$ cat config.mk
export PLATFORM = sky130hd
export DESIGN_NAME = ami_decoder_flat
export DESIGN_NICKNAME = d
export VERILOG_FILES = /design/src/rtl/ami_pkg.sv /design/src/rtl/ami_decoder_if.sv /design/src/rtl/ami_deser8.sv /design/src/rtl/ami_decoder.sv /design/src/flat_wrapper.sv
export SDC_FILE = /design/constraint.sdc
export NUM_CORES = 1
export LEC_CHECK = 0
export ABC_AREA = 0
export BUFFER_PORTS_ARGS = -buffer_cell sky130_fd_sc_hd__buf_2
export CAP_MARGIN = 10
export CORE_MARGIN = 1
export CORE_UTILIZATION = 50
export CTS_CLUSTER_SIZE = 20
export DETAILED_ROUTE_END_ITERATION = 12
export PLACE_DENSITY_LB_ADDON = 0.05
export RECOVER_POWER = 50
export SYNTH_ARGS = -nofsm -noshare
export SYNTH_HDL_FRONTEND = slang
export SYNTH_SLANG_ARGS = --single-unit
$ cat constraint.sdc
create_clock -name clk -period 3.7 [get_ports clk]
set_clock_uncertainty 0.2 [all_clocks]
set_input_delay 0.74 -clock clk [delete_from_list [all_inputs] [get_ports clk]]
set_output_delay 0.74 -clock clk [all_outputs]
set_load 0.02 [all_outputs]
$ cat src/rtl/ami_pkg.sv
// Shared AMI line definitions: symbol classes, polarity FSM states, rail encodings.
package ami_pkg;

    // Rail encodings as {p, n}; the transmit side drives the same constants
    localparam logic [1:0] RAIL_SPACE   = 2'b00;
    localparam logic [1:0] RAIL_POS     = 2'b10;
    localparam logic [1:0] RAIL_NEG     = 2'b01;
    localparam logic [1:0] RAIL_ILLEGAL = 2'b11;

    typedef enum logic [1:0] {
        SPACE   = RAIL_SPACE,
        POS     = RAIL_POS,
        NEG     = RAIL_NEG,
        ILLEGAL = RAIL_ILLEGAL
    } sym_t;

    typedef enum logic [1:0] {
        NONE     = 2'd0,
        LAST_POS = 2'd1,
        LAST_NEG = 2'd2
    } pol_t;

    function automatic sym_t classify(input logic p, input logic n);
        return sym_t'({p, n});
    endfunction

endpackage

$ cat src/rtl/ami_decoder_if.sv
// Line-side strobe/rails in, decoded stream and status out.
interface ami_decoder_if #(
    parameter int CNT_W = 8
);
    logic             sym_en;
    logic             p_in;
    logic             n_in;
    logic             clr_cnt;
    logic             dout;
    logic             dout_vld;
    logic [7:0]       byte_out;
    logic             byte_vld;
    logic             bpv;
    logic             rail_err;
    logic             los;
    logic [CNT_W-1:0] bpv_cnt;

    modport master (
        output sym_en, p_in, n_in, clr_cnt,
        input  dout, dout_vld, byte_out, byte_vld, bpv, rail_err, los, bpv_cnt
    );

    modport slave (
        input  sym_en, p_in, n_in, clr_cnt,
        output dout, dout_vld, byte_out, byte_vld, bpv, rail_err, los, bpv_cnt
    );
endinterface

$ cat src/rtl/ami_deser8.sv
// 8-bit LSB-first deserializer with bit index, byte-valid pulse and flush.
module ami_deser8 (
    input  logic       clk,
    input  logic       rst,
    input  logic       shift_en,
    input  logic       bit_in,
    input  logic       flush,
    output logic [7:0] byte_out,
    output logic       byte_vld
);
    logic [7:0] shreg_q, shreg_d;
    logic [2:0] idx_q, idx_d;
    logic [7:0] byte_q, byte_d;
    logic       byte_vld_q, byte_vld_d;

    // Next-state: flush discards the partial byte (and the bit arriving with it)
    always_comb begin
        shreg_d    = shreg_q;
        idx_d      = idx_q;
        byte_d     = byte_q;
        byte_vld_d = 1'b0;
        if (flush) begin
            shreg_d = '0;
            idx_d   = '0;
        end else if (shift_en) begin
            shreg_d = {bit_in, shreg_q[7:1]};
            idx_d   = idx_q + 3'd1;
            if (idx_q == 3'd7) begin
                byte_d     = {bit_in, shreg_q[7:1]};
                byte_vld_d = 1'b1;
            end
        end
    end

    // State registers
    always_ff @(posedge clk or posedge rst) begin
        if (rst) begin
            shreg_q    <= '0;
            idx_q      <= '0;
            byte_q     <= '0;
            byte_vld_q <= 1'b0;
        end else begin
            shreg_q    <= shreg_d;
            idx_q      <= idx_d;
            byte_q     <= byte_d;
            byte_vld_q <= byte_vld_d;
        end
    end

    assign byte_out = byte_q;
    assign byte_vld = byte_vld_q;
endmodule

$ cat src/rtl/ami_decoder.sv
// AMI two-rail receive decoder: classifier, polarity/BPV FSM, LOS detection, BPV counter.
module ami_decoder
    import ami_pkg::*;
#(
    parameter int LOS_ZEROS = 15,
    parameter int CNT_W     = 8
) (
    input  logic          clk,
    input  logic          rst,
    ami_decoder_if.slave  bus
);
    localparam logic [7:0] LOS_MAX = 8'(LOS_ZEROS);

    sym_t             sym;
    logic             is_mark, is_space, is_ill, los_rise;
    pol_t             pol_q, pol_d;
    logic [7:0]       zcnt_q, zcnt_d;
    logic             los_q, los_d;
    logic             dout_q, dout_d;
    logic             dout_vld_q, dout_vld_d;
    logic             bpv_q, bpv_d;
    logic             rail_err_q, rail_err_d;
    logic [CNT_W-1:0] bpv_cnt_q, bpv_cnt_d;

    assign sym = classify(bus.p_in, bus.n_in);

    // Symbol classification and all next-state logic for the decoder core
    always_comb begin
        is_mark  = 1'b0;
        is_space = 1'b0;
        is_ill   = 1'b0;
        if (bus.sym_en) begin
            unique case (sym)
                POS, NEG: is_mark  = 1'b1;
                SPACE:    is_space = 1'b1;
                default:  is_ill   = 1'b1;
            endcase
        end

        zcnt_d = zcnt_q;
        if (is_space && zcnt_q != LOS_MAX) zcnt_d = zcnt_q + 8'd1;
        else if (is_mark || is_ill)        zcnt_d = '0;

        los_d = los_q;
        if (is_space && zcnt_d == LOS_MAX) los_d = 1'b1;
        else if (is_mark)                  los_d = 1'b0;
        los_rise = los_d & ~los_q;

        bpv_d = is_mark && ((sym == POS && pol_q == LAST_POS) ||
                            (sym == NEG && pol_q == LAST_NEG));

        pol_d = pol_q;
        if (los_rise)     pol_d = NONE;
        else if (is_mark) pol_d = (sym == POS) ? LAST_POS : LAST_NEG;

        dout_d     = bus.sym_en ? is_mark : dout_q;
        dout_vld_d = bus.sym_en;
        rail_err_d = is_ill;

        bpv_cnt_d = bpv_cnt_q;
        if (bus.clr_cnt)                bpv_cnt_d = bpv_d ? CNT_W'(1) : '0;
        else if (bpv_d && bpv_cnt_q != '1) bpv_cnt_d = bpv_cnt_q + CNT_W'(1);
    end

    // Decoder core registers
    always_ff @(posedge clk or posedge rst) begin
        if (rst) begin
            pol_q      <= NONE;
            zcnt_q     <= '0;
            los_q      <= 1'b0;
            dout_q     <= 1'b0;
            dout_vld_q <= 1'b0;
            bpv_q      <= 1'b0;
            rail_err_q <= 1'b0;
            bpv_cnt_q  <= '0;
        end else begin
            pol_q      <= pol_d;
            zcnt_q     <= zcnt_d;
            los_q      <= los_d;
            dout_q     <= dout_d;
            dout_vld_q <= dout_vld_d;
            bpv_q      <= bpv_d;
            rail_err_q <= rail_err_d;
            bpv_cnt_q  <= bpv_cnt_d;
        end
    end

    ami_deser8 u_deser (
        .clk      (clk),
        .rst      (rst),
        .shift_en (bus.sym_en),
        .bit_in   (is_mark),
        .flush    (los_rise),
        .byte_out (bus.byte_out),
        .byte_vld (bus.byte_vld)
    );

    assign bus.dout     = dout_q;
    assign bus.dout_vld = dout_vld_q;
    assign bus.bpv      = bpv_q;
    assign bus.rail_err = rail_err_q;
    assign bus.los      = los_q;
    assign bus.bpv_cnt  = bpv_cnt_q;
endmodule

$ cat src/flat_wrapper.sv
// flat-port wrapper written by rule: the top's interface ports become plain ports
module ami_decoder_flat import ami_pkg::*;
#(
    parameter int LOS_ZEROS = 15,
    parameter int CNT_W     = 8
)
  (clk, rst, bus_sym_en, bus_p_in, bus_n_in, bus_clr_cnt, bus_dout, bus_dout_vld, bus_byte_out, bus_byte_vld, bus_bpv, bus_rail_err, bus_los, bus_bpv_cnt);
  ami_decoder_if #(.CNT_W(CNT_W)) bus_i ();
  input  logic clk;
  input  logic rst;
  input wire logic [$bits(bus_i.sym_en)-1:0] bus_sym_en;
  input wire logic [$bits(bus_i.p_in)-1:0] bus_p_in;
  input wire logic [$bits(bus_i.n_in)-1:0] bus_n_in;
  input wire logic [$bits(bus_i.clr_cnt)-1:0] bus_clr_cnt;
  output wire logic [$bits(bus_i.dout)-1:0] bus_dout;
  output wire logic [$bits(bus_i.dout_vld)-1:0] bus_dout_vld;
  output wire logic [$bits(bus_i.byte_out)-1:0] bus_byte_out;
  output wire logic [$bits(bus_i.byte_vld)-1:0] bus_byte_vld;
  output wire logic [$bits(bus_i.bpv)-1:0] bus_bpv;
  output wire logic [$bits(bus_i.rail_err)-1:0] bus_rail_err;
  output wire logic [$bits(bus_i.los)-1:0] bus_los;
  output wire logic [$bits(bus_i.bpv_cnt)-1:0] bus_bpv_cnt;
  assign bus_i.sym_en = bus_sym_en;
  assign bus_i.p_in = bus_p_in;
  assign bus_i.n_in = bus_n_in;
  assign bus_i.clr_cnt = bus_clr_cnt;
  assign bus_dout = bus_i.dout;
  assign bus_dout_vld = bus_i.dout_vld;
  assign bus_byte_out = bus_i.byte_out;
  assign bus_byte_vld = bus_i.byte_vld;
  assign bus_bpv = bus_i.bpv;
  assign bus_rail_err = bus_i.rail_err;
  assign bus_los = bus_i.los;
  assign bus_bpv_cnt = bus_i.bpv_cnt;
  ami_decoder #(.LOS_ZEROS(LOS_ZEROS), .CNT_W(CNT_W)) u_core (.clk(clk), .rst(rst), .bus(bus_i));
endmodule
# Yosys cells after proc, flatten, opt, wreduce, memory -nomap -nowiden
# Cells that the tools add are included.
[classes] muxes=23 add_sub_neg=3 reduce_logical=15 eq_ne=8 n_div=0 n_lt_le_gt_ge=0 shift=0 bitwise=3 multipliers=0
[op_table] op="$mux W8" n=6
[op_table] op="$add A8 B1 Y8 const B" n=2
[op_table] op="$mux W1" n=12
[op_table] op="$eq A8 B4 Y1 const B" n=1
[op_table] op="$ne A8 B4 Y1 const B" n=1
[op_table] op="$ne A8 B8 Y1 const B" n=1
[op_table] op="$logic_and A1 B1 Y1" n=6
[op_table] op="$mux W2" n=3
[op_table] op="$mux W3" n=2
[op_table] op="$reduce_bool A2 Y1" n=3
[op_table] op="$eq A2 B1 Y1 const B" n=2
[op_table] op="$eq A2 B2 Y1 const B" n=2
[op_table] op="$add A3 B1 Y3 const B" n=1
[op_table] op="$eq A3 B3 Y1 const B" n=1
[op_table] op="$reduce_and A3 Y1" n=1
[op_table] op="$reduce_or A3 Y1" n=1
[op_table] op="$logic_not A2 Y1" n=1
[op_table] op="$logic_or A1 B1 Y1" n=2
[op_table] op="$not A1 Y1" n=2
[op_table] op="$reduce_or A2 Y1" n=1
[op_table] op="$and A1 B1 Y1" n=1
[word_totals] mem_bits_ro=0 elab_cells=64 mem_bits_rw=0 latchBits=0 n_memories=0 out_inout_bits=22 regBits=43 in_bits=6

# Logic depth before layout (Yosys ltp)
# Gate-level depths: netlist of the first run.
[depth] depth_word=13 ltp_mapped=9 mapped_depth_nobuf=8

# Modules after synthesis
# A second synthesis of the first run with hierarchy kept.
[hier_totals] cells_unflattened=183 area_unflattened_um2=2117.0
[modules_own_cells] mod="ami_decoder" area_per_inst_um2=1321.3 seq_area_each_um2=575.6 instances=1 cells_each=129
[modules_own_cells] mod="ami_deser8" area_per_inst_um2=795.8 seq_area_each_um2=475.5 instances=1 cells_each=54

# Least setup slack after synthesis of the first run
# No wires, ideal clock.
[synth_timing] path_type="input to register" startpoint="input bus_n_in" endpoint="register u_core.u_deser.byte_q[0], in the netlist u_core.u_deser.byte_out[0]" path_stages=9 slack_ns=0.537 t_required_ns=3.375 path_buffers=1 setup_ns=0.125 arrival_time_ns=2.838 path_cell_list="inv_1 > ha_1 > o21ai_1 > and2_2 > a211o_1 > or3_4 > o311a_1 > buf_6 > mux2_4"
[synth_via] elab_chain_cells=13 word_cells_on_any_way=22 classes_between="eq/ne: 3; mux: 10; bitwise: 2; reduce/logical: 7"
[synth_rtl] item="start, declared" line="flat_wrapper.sv:13" source="input wire logic [$bits(bus_i.n_in)-1:0] bus_n_in;"
[synth_rtl] item="$eq A2 B1 Y1, or another cell as far along" line="ami_decoder.sv:33" source="unique case (sym)"
[synth_rtl] item="$reduce_or A3 Y1 (no source line) or $reduce_or A2 Y1 (tied branches)"
[synth_rtl] item="$mux W1" line="ami_decoder.sv:33"
[synth_rtl] item="$mux W1" line="ami_decoder.sv:32" source="if (bus.sym_en) begin"
[synth_rtl] item="$logic_or A1 B1 Y1" line="ami_decoder.sv:42" source="else if (is_mark || is_ill) zcnt_d = '0;"
[synth_rtl] item="$mux W8" line="ami_decoder.sv:42"
[synth_rtl] item="$mux W8 *" line="ami_decoder.sv:41" source="if (is_space && zcnt_q != LOS_MAX) zcnt_d = zcnt_q + 8'd1;"
[synth_rtl] item="via u_core.zcnt_d[6]" line="ami_decoder.sv:17" source="logic [7:0] zcnt_q, zcnt_d;"
[synth_rtl] item="$eq A8 B4 Y1 *" line="ami_decoder.sv:45" source="if (is_space && zcnt_d == LOS_MAX) los_d = 1'b1;"
[synth_rtl] item="$logic_and A1 B1 Y1 *" line="ami_decoder.sv:45"
[synth_rtl] item="$mux W1 *" line="ami_decoder.sv:45"
[synth_rtl] item="$and A1 B1 Y1 *" line="ami_decoder.sv:47" source="los_rise = los_d & ~los_q;"
[synth_rtl] item="$not A1 Y1 (no source line) *"
[synth_rtl] item="$reduce_and A3 Y1 (no source line) *"
[synth_rtl] item="end signal, assigned" line="ami_deser8.sv:45" source="byte_q <= byte_d;"
[synth_rtl] item="end, declared" line="ami_deser8.sv:13" source="logic [7:0] byte_q, byte_d;"
# The timed path passes the listed nets; every way through them passes the cells marked *.
# A chain may end at the register's enable or synchronous reset.

# Final worst setup path of the first run
[layout_timing] startpoint="input bus_n_in" endpoint="register u_core.u_deser.byte_q[6], in the netlist u_core.u_deser.byte_out[6]"
# Same word-level chain as after synthesis.

==> results.md, run 1 <==
* Status: complete, but fails checks
* Failing checks: max-capacitance violations, max-slew violations
* Leakage at 1.13 nW
* Top Ports at 28
* WL final at ~4.0 mm
* Worst r2r path cells at 7
* Drt first-iter violations at 62
* Rel. slew slack at -17.7%
* Die H at 66.2 um
* CTS sink count at 42
* Row count at 22
* FMAX at ~300 MHz
* RR Endpoint: u_core.u_deser.byte_out[6]
* Total GRT Usage at approximately 22%
* Maxcap violations at 1
* Final slew viol count at 35
* CTS buffer count at 5
* WS Path Type: in -> reg
* Post-synth cell types at 43
* Post-CTS sizing at 0
* Syn_area_per_cell at between 10 and 15 um^2
* Slew @ Worst Pin at 1.77 ns
* CTS HTree Levels at 2
* Vias in the first global route at about 1500
* Arrival time worst endpoint at between 3 and 4 ns
* First-pass GRT wire length at 7.18 mm
* Hold-fix buffers, CTS at 0
* CP Max Fanout at 9
* CTS root buf: clkbuf_8
* GRT overflow at 0
* Hold WS at about 0.19 ns
* RSZ-0062 raised after global routing: false
* WP data required at 3.68 ns
* Commonest non-fill, non-tap cell in the layout: dfrtp_1
* Post-Syn Instances at 190
* Antenna Nets Post-Route at 0
* Worst setup startpoint: bus_n_in
* Mapped Area at a little over 2000 um^2
* VDD IR max at 307 uV
* Period utilization at about nine tenths
* Most frequent cells in the layout: 42 x dfrtp_1, 18 x nand2_1, 18 x buf_2
* Number of warnings issued by yosys at 0
* Final hold vios at 0
* # setup viols final at 0
* Sequential area share after synthesis at about half
* Die X at ~66 um
* Wire length per cell at ~15 um
* Clock latency at the later pin of the worst-skew pair at roughly 0.29 ns
* CTS tree: built
* Core area at roughly 3800 um^2
* Max Buffers Root-to-Sink at 2
* Routability cong. at between 0.8 and 0.9
* Clock slew at reported path FFs at 0.08 ns
* Critical Path Source Type: input port
* Detail Placement HPWL at around 3 mm
* Worst hold path class: in -> async
* Total negative setup slack at 0 ns
* Minimum clock period after layout at 3.32 ns
* Initial cell density of the core at 54.2%
* Largest net degree at the start of global routing at 35
* Via/cell ratio at roughly 5.5
* PwrDens at a little over 500 nW/um^2
* Post-synth net total at 204
* Antenna cells at 0
* R2R setup slack at 0.67 ns
* Initial antenna violation count at 0
* Routed vias at around 1500
* Worst setup EP type: flip-flop
* Final net count at around 240
* Yosys reg bits at 42
* Port-buffer cells at 27
* Synth-to-layout area growth at 13.2%
* Area of the die at 4380 um^2
* # Post-CTS Setup Buffers at 0
* Reg2Reg Launch Point: u_core.zcnt_q[0]
* 1st-pass router iterations at 4
* Drt drc at 0
* Share of cells above drive strength 1 at 21.6%
state kept, by name, summed over array words and instances (netlist names):
| signal | cells |
|---|---|
| u_core.pol_q | 2 |
| u_core.bus.rail_err | 1 |
| u_core.zcnt_q | 8 |
| u_core.u_deser.byte_out | 8 |
| u_core.bus.los | 1 |
| u_core.u_deser.shreg_q | 7 |
| u_core.bus.dout | 1 |
| u_core.bus.dout_vld | 1 |
| u_core.bus.bpv_cnt | 8 |
| u_core.u_deser.idx_q | 3 |
| u_core.bus.bpv | 1 |
| u_core.u_deser.byte_vld | 1 |
synthesized netlist by cell type, drive strengths merged:
cell,n,share of area [%]
a211o,2,0.85
a21o,1,0.36
a21oi,4,0.97
a22o,1,0.43
a32o,1,0.55
and2,4,1.3
buf,4,1.3
clkbuf,3,1.0
dfrtp,42,51
ha,8,4.9
inv,16,2.9
mux2,11,7.5
mux2i,2,0.97
nand2,18,3.3
nand2b,2,0.61
nand3,8,2.2
nand3b,4,1.5
nand4,3,0.91
nor2,12,2.2
nor3,7,1.7
nor3b,1,0.36
nor4,2,0.61
o2111ai,1,0.43
o211a,2,0.97
o211ai,1,0.36
o21ai,8,1.9
o22ai,9,2.7
o311a,1,0.49
o31ai,1,1.0
or2,1,0.30
or3,4,1.8
xnor2,5,2.1
xor2,1,0.43
final cells by class:
class	instances	area, um^2
Multi-Input combinational cell	125	900
Clock buffer	6	72.6
Tap cell	48	60.1
Sequential cell	42	1050
Fill cell	340	1470
Clock inverter	2	37.5
Inverter	16	60.1
Timing Repair Buffer	31	150
worst max-delay path, cell delays in order:
cell	delay (ns)
buf_2	0.11
inv_1	0.06
ha_1	0.35
o21ai_1	0.18
and2_2	0.26
a211o_1	0.30
or3_4	0.40
o311a_1	0.51
mux2_4	0.38
power breakdown:
part | internal (mW) | switching, mW
Sequential | 0.529 | 0.0500
Clock | 0.201 | 0.159
Combinational | 0.113 | 0.138
Total | 0.844 | 0.348
cell families (layout without fill, tap and decap cells):
kind of cell / after synthesis / count (layout) / synth area share, %
adder cells (fa/ha/maj): 8 / 8 / 4.86
multiplexers: 13 / 13 / 8.44
XOR/XNOR: 6 / 6 / 2.55
flip-flops: 42 / 42 / 51.0
AO/OA/AOI/OAI: 32 / 32 / 11.1
AND/OR/NAND/NOR: 66 / 66 / 16.7
buffers and inverters: 23 / 55 / 5.29
per-stage QoR:
stage	power (mW)	worst slack, ns	std cells	utilization, %	cell area [um^2]
after global routing	1.26	0.251	270	61.4	2330
after CTS	1.21	0.383	270	61.8	2350
after detailed placement	0.849	0.0654	262	58.9	2240
final	1.19	0.382	270	61.4	2330
after global placement	0.832	0.206	262	58.9	2240
after floorplan	0.765	0.537	190	-	2060
how the worst max path moves through the flow:
stage,endpoint,cells past startpoint
floorplan,u_core.u_deser.byte_out[0],9
global placement,u_core.u_deser.byte_out[2],9
detailed placement,u_core.u_deser.byte_out[6],9
CTS,u_core.u_deser.byte_out[6],9
global route,u_core.u_deser.byte_out[6],9
finish,u_core.u_deser.byte_out[6],9
layer usage:
layer / wire length [um] / share of wire, % / track usage [%]
met5: 0 / 0 / 0
met4: 53 / 1.3 / 7.18
met3: 138 / 3.5 / 5.69
met2: 1940 / 48 / 35.5
met1: 1870 / 47 / 29.1
No activity file was read; power rests on OpenSTA's default activity.
==> inputs of run 2 (changes only) <==
CTS_BUF_LIST = sky130_fd_sc_hd__clkbuf_4   (was default)
==> results.md, run 2 (synthesis results as in run 1) <==
* Status: complete, but fails checks (unchanged)
* Failing checks: max-capacitance violations, max-slew violations (unchanged)
* Arrival time worst endpoint at 3.35 ns (was 3.30 ns)
* Hold-fix buffers, CTS at 0 (unchanged)
* Leakage at 1.12 nW (was 1.13 nW)
* Most frequent cells in the layout: 42 x dfrtp_1, 19 x buf_2, 18 x nand2_1 (was 42 x dfrtp_1, 18 x nand2_1, 18 x buf_2)
* Initial cell density of the core at 54.2% (unchanged)
* Met3 usage at 5.17% (was 5.69%)
* Top Ports at 28 (unchanged)
* FMAX at 301 MHz (about the same)
* Multi-input gate area at 900 um^2 (unchanged)
* Routability cong. at 0.847 (unchanged)
* Routed vias at 1480 (was 1489)
* Final cell count without fillers at 270 (unchanged)
* Wire length per cell at 15.0 um (was 14.8 um)
* Worst setup EP type: flip-flop (unchanged)
* Final hold vios at 0 (unchanged)
* Synth-to-layout area growth at 11.9% (was 13.2%)
* GRT overflow at 0 (unchanged)
* WS Path Type: in -> reg (unchanged)
* Final core utilization at 60.7% (was 61.4%)
* Detail Placement HPWL at 2.94 mm (unchanged)
* Drt drc at 0 (unchanged)
* WL final at 4.06 mm (was 4.00 mm)
* Dpl cell area at 2240 um^2 (unchanged)
* Core area at 3800 um^2 (unchanged)
* Placed Cells at 262 (unchanged)
* Met2 GRT Util at 34.8% (was 35.5%)
* Final slew viol count at 35 (unchanged)
* CTS buffer count at 5 (unchanged)
* CTS sink count at 42 (unchanged)
* Rel. slew slack at -17.7% (about the same)
* Period utilization at 89.7% (about the same)
* CP Max Fanout at 9 (unchanged)
* CTS HTree Levels at 2 (unchanged)
* Port-buffer cells at 27 (unchanged)
* FF+latch area at 1050 um^2 (unchanged)
* Final net count at 235 (unchanged)
* Area of the die at 4380 um^2 (unchanged)
* VDD IR max at 292 uV (was 307 uV)
* PwrDens at 492 nW/um^2 (was 511 nW/um^2)
* CTS tree: built (unchanged)
* Post-CTS sizing at 0 (unchanged)
* Critical Path Source Type: input port (unchanged)
* # setup viols final at 0 (unchanged)
* RSZ-0062 raised after global routing: false (unchanged)
* Minimum clock period after layout at 3.32 ns (about the same)
* Drt first-iter violations at 87 (was 62)
* Die H at 66.2 um (unchanged)
* FILL cells at 345 (was 340)
* Final Cell Area at 2300 um^2 (was 2330 um^2)
* Slew @ Worst Pin at 1.77 ns (about the same)
* Antenna cells at 0 (unchanged)
* Antenna Nets Post-Route at 0 (unchanged)
* Share of cells above drive strength 1 at 22.5% (was 21.6%)
* Initial antenna violation count at 0 (unchanged)
* Die X at 66.2 um (unchanged)
* First-pass GRT wire length at 7.20 mm (was 7.18 mm)
* Largest net degree at the start of global routing at 35 (unchanged)
* WP data required at 3.74 ns (was 3.68 ns)
* Vias in the first global route at 1508 (was 1526)
* Via/cell ratio at 5.48 (was 5.51)
* Worst hold path class: in -> async (unchanged)
* Maxcap violations at 1 (unchanged)
* Clock slew at reported path FFs at 0.12 ns (was 0.08 ns)
* Clock latency at the later pin of the worst-skew pair at 0.35 ns (was 0.29 ns)
* Row count at 22 (unchanged)
* Commonest non-fill, non-tap cell in the layout: dfrtp_1 (unchanged)
* Total GRT Usage at 21.9% (was 22.1%)
* CTS root buf: clkbuf_4 (was clkbuf_8)
* # Post-CTS Setup Buffers at 0 (unchanged)
* Max Buffers Root-to-Sink at 2 (unchanged)
* Met1 Use GR at 29.7% (was 29.1%)
* Gr busiest metal: met2 (unchanged)
* 1st-pass router iterations at 4 (unchanged)
* Total negative setup slack at 0 ns (unchanged)
-- run 2: per-layer routing --
metal	share of wire [%]	routed length (um)	vias to the layer above
li1	-	-	732
met1	48	1930	718
met2	49	1970	26
met3	2.9	117	4
met4	0.89	36	0
met5	0	0	-
-- run 2: area by class of cell --
class                   instances  area share [%]
clock inverters                 2            1.63
inverters                      16            2.61
multi-input cells             125            39.0
well taps                      48            2.61
clock buffers                   6            1.95
flip-flops and latches         42            45.6
repair buffers                 31            6.57
-- run 2: path summary, 6_finish.rpt --
kind                                                start                          to  slack (ns)  cells past startpoint
worst max-delay path                             bus_n_in  u_core.u_deser.byte_out[6]        0.38                      9
worst min-delay path                                  rst            u_core.zcnt_q[7]        0.12                      2
worst max register to register           u_core.zcnt_q[0]  u_core.u_deser.byte_out[6]        0.66                      7
worst min register to register  u_core.u_deser.shreg_q[1]  u_core.u_deser.byte_out[0]        0.32                      1
max in group asynchronous                             rst  u_core.u_deser.byte_out[7]        1.22                      3
min in group clk                u_core.u_deser.shreg_q[1]  u_core.u_deser.byte_out[0]        0.32                      1
-- run 2: power by group --
group	internal (mW)	switching, mW
clock network	0.150	0.151
logic	0.115	0.139
registers	0.529	0.0501
-- run 2: critical path: stages --
cell,delay (ns)
buf_2,0.11
inv_1,0.07
ha_1,0.36
o21ai_1,0.21
and2_2,0.27
a211o_1,0.30
or3_4,0.40
o311a_1,0.51
mux2_4,0.38
-- run 2: per-stage QoR --
| step | power, mW | hold WS, ns | worst slack, ns |
|---|---|---|---|
| 2_1_floorplan | 0.765 | 0.276 | 0.537 |
| 3_3_place_gp | 0.832 | 0.288 | 0.206 |
| 3_5_place_dp | 0.849 | 0.295 | 0.0654 |
| 4_1_cts | 1.15 | 0.129 | 0.448 |
| 5_1_grt | 1.20 | 0.142 | 0.301 |
| 6_report | 1.13 | 0.123 | 0.383 |
==> inputs of run 3 (changes only) <==
MAX_ROUTING_LAYER = met4   (was default)
==> results.md, run 3 (synthesis results as in run 1) <==
* Wire length per cell at 14.3 um (was 15.0 um)
* Share of cells above drive strength 1 at 21.6% (was 22.5%)
* Antenna Nets Post-Route at 0 (unchanged)
* Port-buffer cells at 27 (unchanged)
* Detail Placement HPWL at 2.78 mm (was 2.94 mm)
* VDD IR max at 235 uV (was 292 uV)
* HP Start: u_core.u_deser.shreg_q[1]
* Via/cell ratio at 5.44 (was 5.48)
* Status: complete, but fails checks (unchanged)
* Die H at 66.2 um (unchanged)
* Rel. slew slack at -43.7% (was -17.7%)
* Final slew viol count at 43 (was 35)
* Clock slew at reported path FFs at 0.12 ns (about the same)
* Drt drc at 0 (unchanged)
* Routability cong. at 0.847 (about the same)
* Reg2Reg Launch Point: u_core.zcnt_q[0] (unchanged)
* Minimum clock period after layout at 3.24 ns (was 3.32 ns)
* Synth-to-layout area growth at 10.4% (was 11.9%)
* Critical Path Source Type: input port (unchanged)
* Final net count at 235 (unchanged)
* CTS HTree Levels at 2 (unchanged)
* 1st-pass router iterations at 4 (unchanged)
* GRT overflow at 0 (unchanged)
* Failing checks: max-capacitance violations, max-slew violations (unchanged)
* # Post-CTS Setup Buffers at 0 (unchanged)
* FMAX at 309 MHz (was 301 MHz)
* Max Buffers Root-to-Sink at 2 (unchanged)
* Total GRT Usage at 21.3% (was 21.9%)
* Hold-fix buffers, CTS at 0 (unchanged)
* Worst setup EP type: flip-flop (unchanged)
* Largest net degree at the start of global routing at 43 (was 35)
* Worst r2r path cells at 7 (unchanged)
* Slew @ Worst Pin at 2.15 ns (was 1.77 ns)
* Area of the die at 4380 um^2 (unchanged)
* CTS root buf: clkbuf_4 (unchanged)
* Total negative setup slack at 0 ns (unchanged)
* WS Path Type: in -> reg (unchanged)
* Initial antenna violation count at 0 (unchanged)
* Routed vias at 1468 (was 1480)
* Arrival time worst endpoint at 3.27 ns (was 3.35 ns)
* RSZ-0062 raised after global routing: false (unchanged)
* Drt first-iter violations at 74 (was 87)
* Maxcap violations at 1 (unchanged)
* CTS sink count at 42 (unchanged)
* Final hold vios at 0 (unchanged)
* Leakage at 1.11 nW (was 1.12 nW)
* Antenna cells at 0 (unchanged)
* PwrDens at 460 nW/um^2 (was 492 nW/um^2)
* Top Ports at 28 (unchanged)
* Period utilization at 87.6% (was 89.7%)
* Core area at 3800 um^2 (unchanged)
* Vias in the first global route at 1461 (was 1508)
* WP data required at 3.73 ns (was 3.74 ns)
* Commonest non-fill, non-tap cell in the layout: dfrtp_1 (unchanged)
* Worst hold path class: reg -> reg (was in -> async)
* Hold Crit Depth at 1
* Initial cell density of the core at 54.2% (unchanged)
* CTS buffer count at 5 (unchanged)
* CP Max Fanout at 9 (unchanged)
* Worst setup startpoint: bus_n_in (unchanged)
* Clock latency at the later pin of the worst-skew pair at 0.34 ns (was 0.35 ns)
* Most frequent cells in the layout: 42 x dfrtp_1, 19 x buf_2, 18 x nand2_1 (unchanged)
* Die X at 66.2 um (unchanged)
* Row count at 22 (unchanged)
* CTS tree: built (unchanged)
* # setup viols final at 0 (unchanged)
* Hold WS at 0.316 ns (was 0.123 ns)
* WL final at 3.86 mm (was 4.06 mm)
* First-pass GRT wire length at 6.72 mm (was 7.20 mm)
* Post-CTS sizing at 0 (unchanged)
[run 3: final timing paths]
path                       slack (ns)                          to
setup / recovery                 0.46  u_core.u_deser.byte_out[2]
hold reg to reg                  0.32  u_core.u_deser.byte_out[0]
max in group asynchronous        1.11   u_core.u_deser.shreg_q[2]
hold / removal                   0.32  u_core.u_deser.byte_out[0]
setup reg to reg                 0.68  u_core.u_deser.byte_out[2]
min in group asynchronous        0.96              u_core.bus.bpv
[run 3: metrics by stage]
step	utilization, %	power (mW)	cell area, um^2	std cells	worst slack, ns
5_1_grt	59.9	1.11	2270	270	0.361
2_1_floorplan	-	0.765	2060	190	0.537
4_1_cts	60.3	1.06	2290	270	0.461
6_report	59.9	1.05	2270	270	0.460
3_3_place_gp	58.9	0.832	2240	262	0.207
3_5_place_dp	58.9	0.842	2240	262	0.0828
[run 3: layout make-up]
class,instances,area (um^2)
inverter,16,60.1
tap,48,60.1
sequential,42,1050
clock inverter,2,8.76
fill,337,1520
clock buffer,6,45.0
multi-input combinational,125,898
timing repair buffer,31,151
[run 3: where the power goes]
group | internal (mW) | leakage (nW) | switching (mW)
clock | 0.0789 | 0.0331 | 0.142
sequential | 0.529 | 0.555 | 0.0464
combinational | 0.115 | 0.526 | 0.135
total | 0.722 | 1.11 | 0.323
[run 3: metal layers]
metal	GRT usage (%)	share of wire, %	up-vias
li1	-	-	730
met1	27.0	47	700
met2	34.1	47	33
met3	4.48	4.4	5
met4	7.18	1.3	0
met5	-	0	-
[run 3: worst max-delay path, stage by stage]
cell,delay (ns)
buf_2,0.10
inv_1,0.06
ha_1,0.34
o21ai_1,0.18
and2_2,0.26
a211o_1,0.30
or3_4,0.40
o311a_1,0.50
mux2_4,0.38
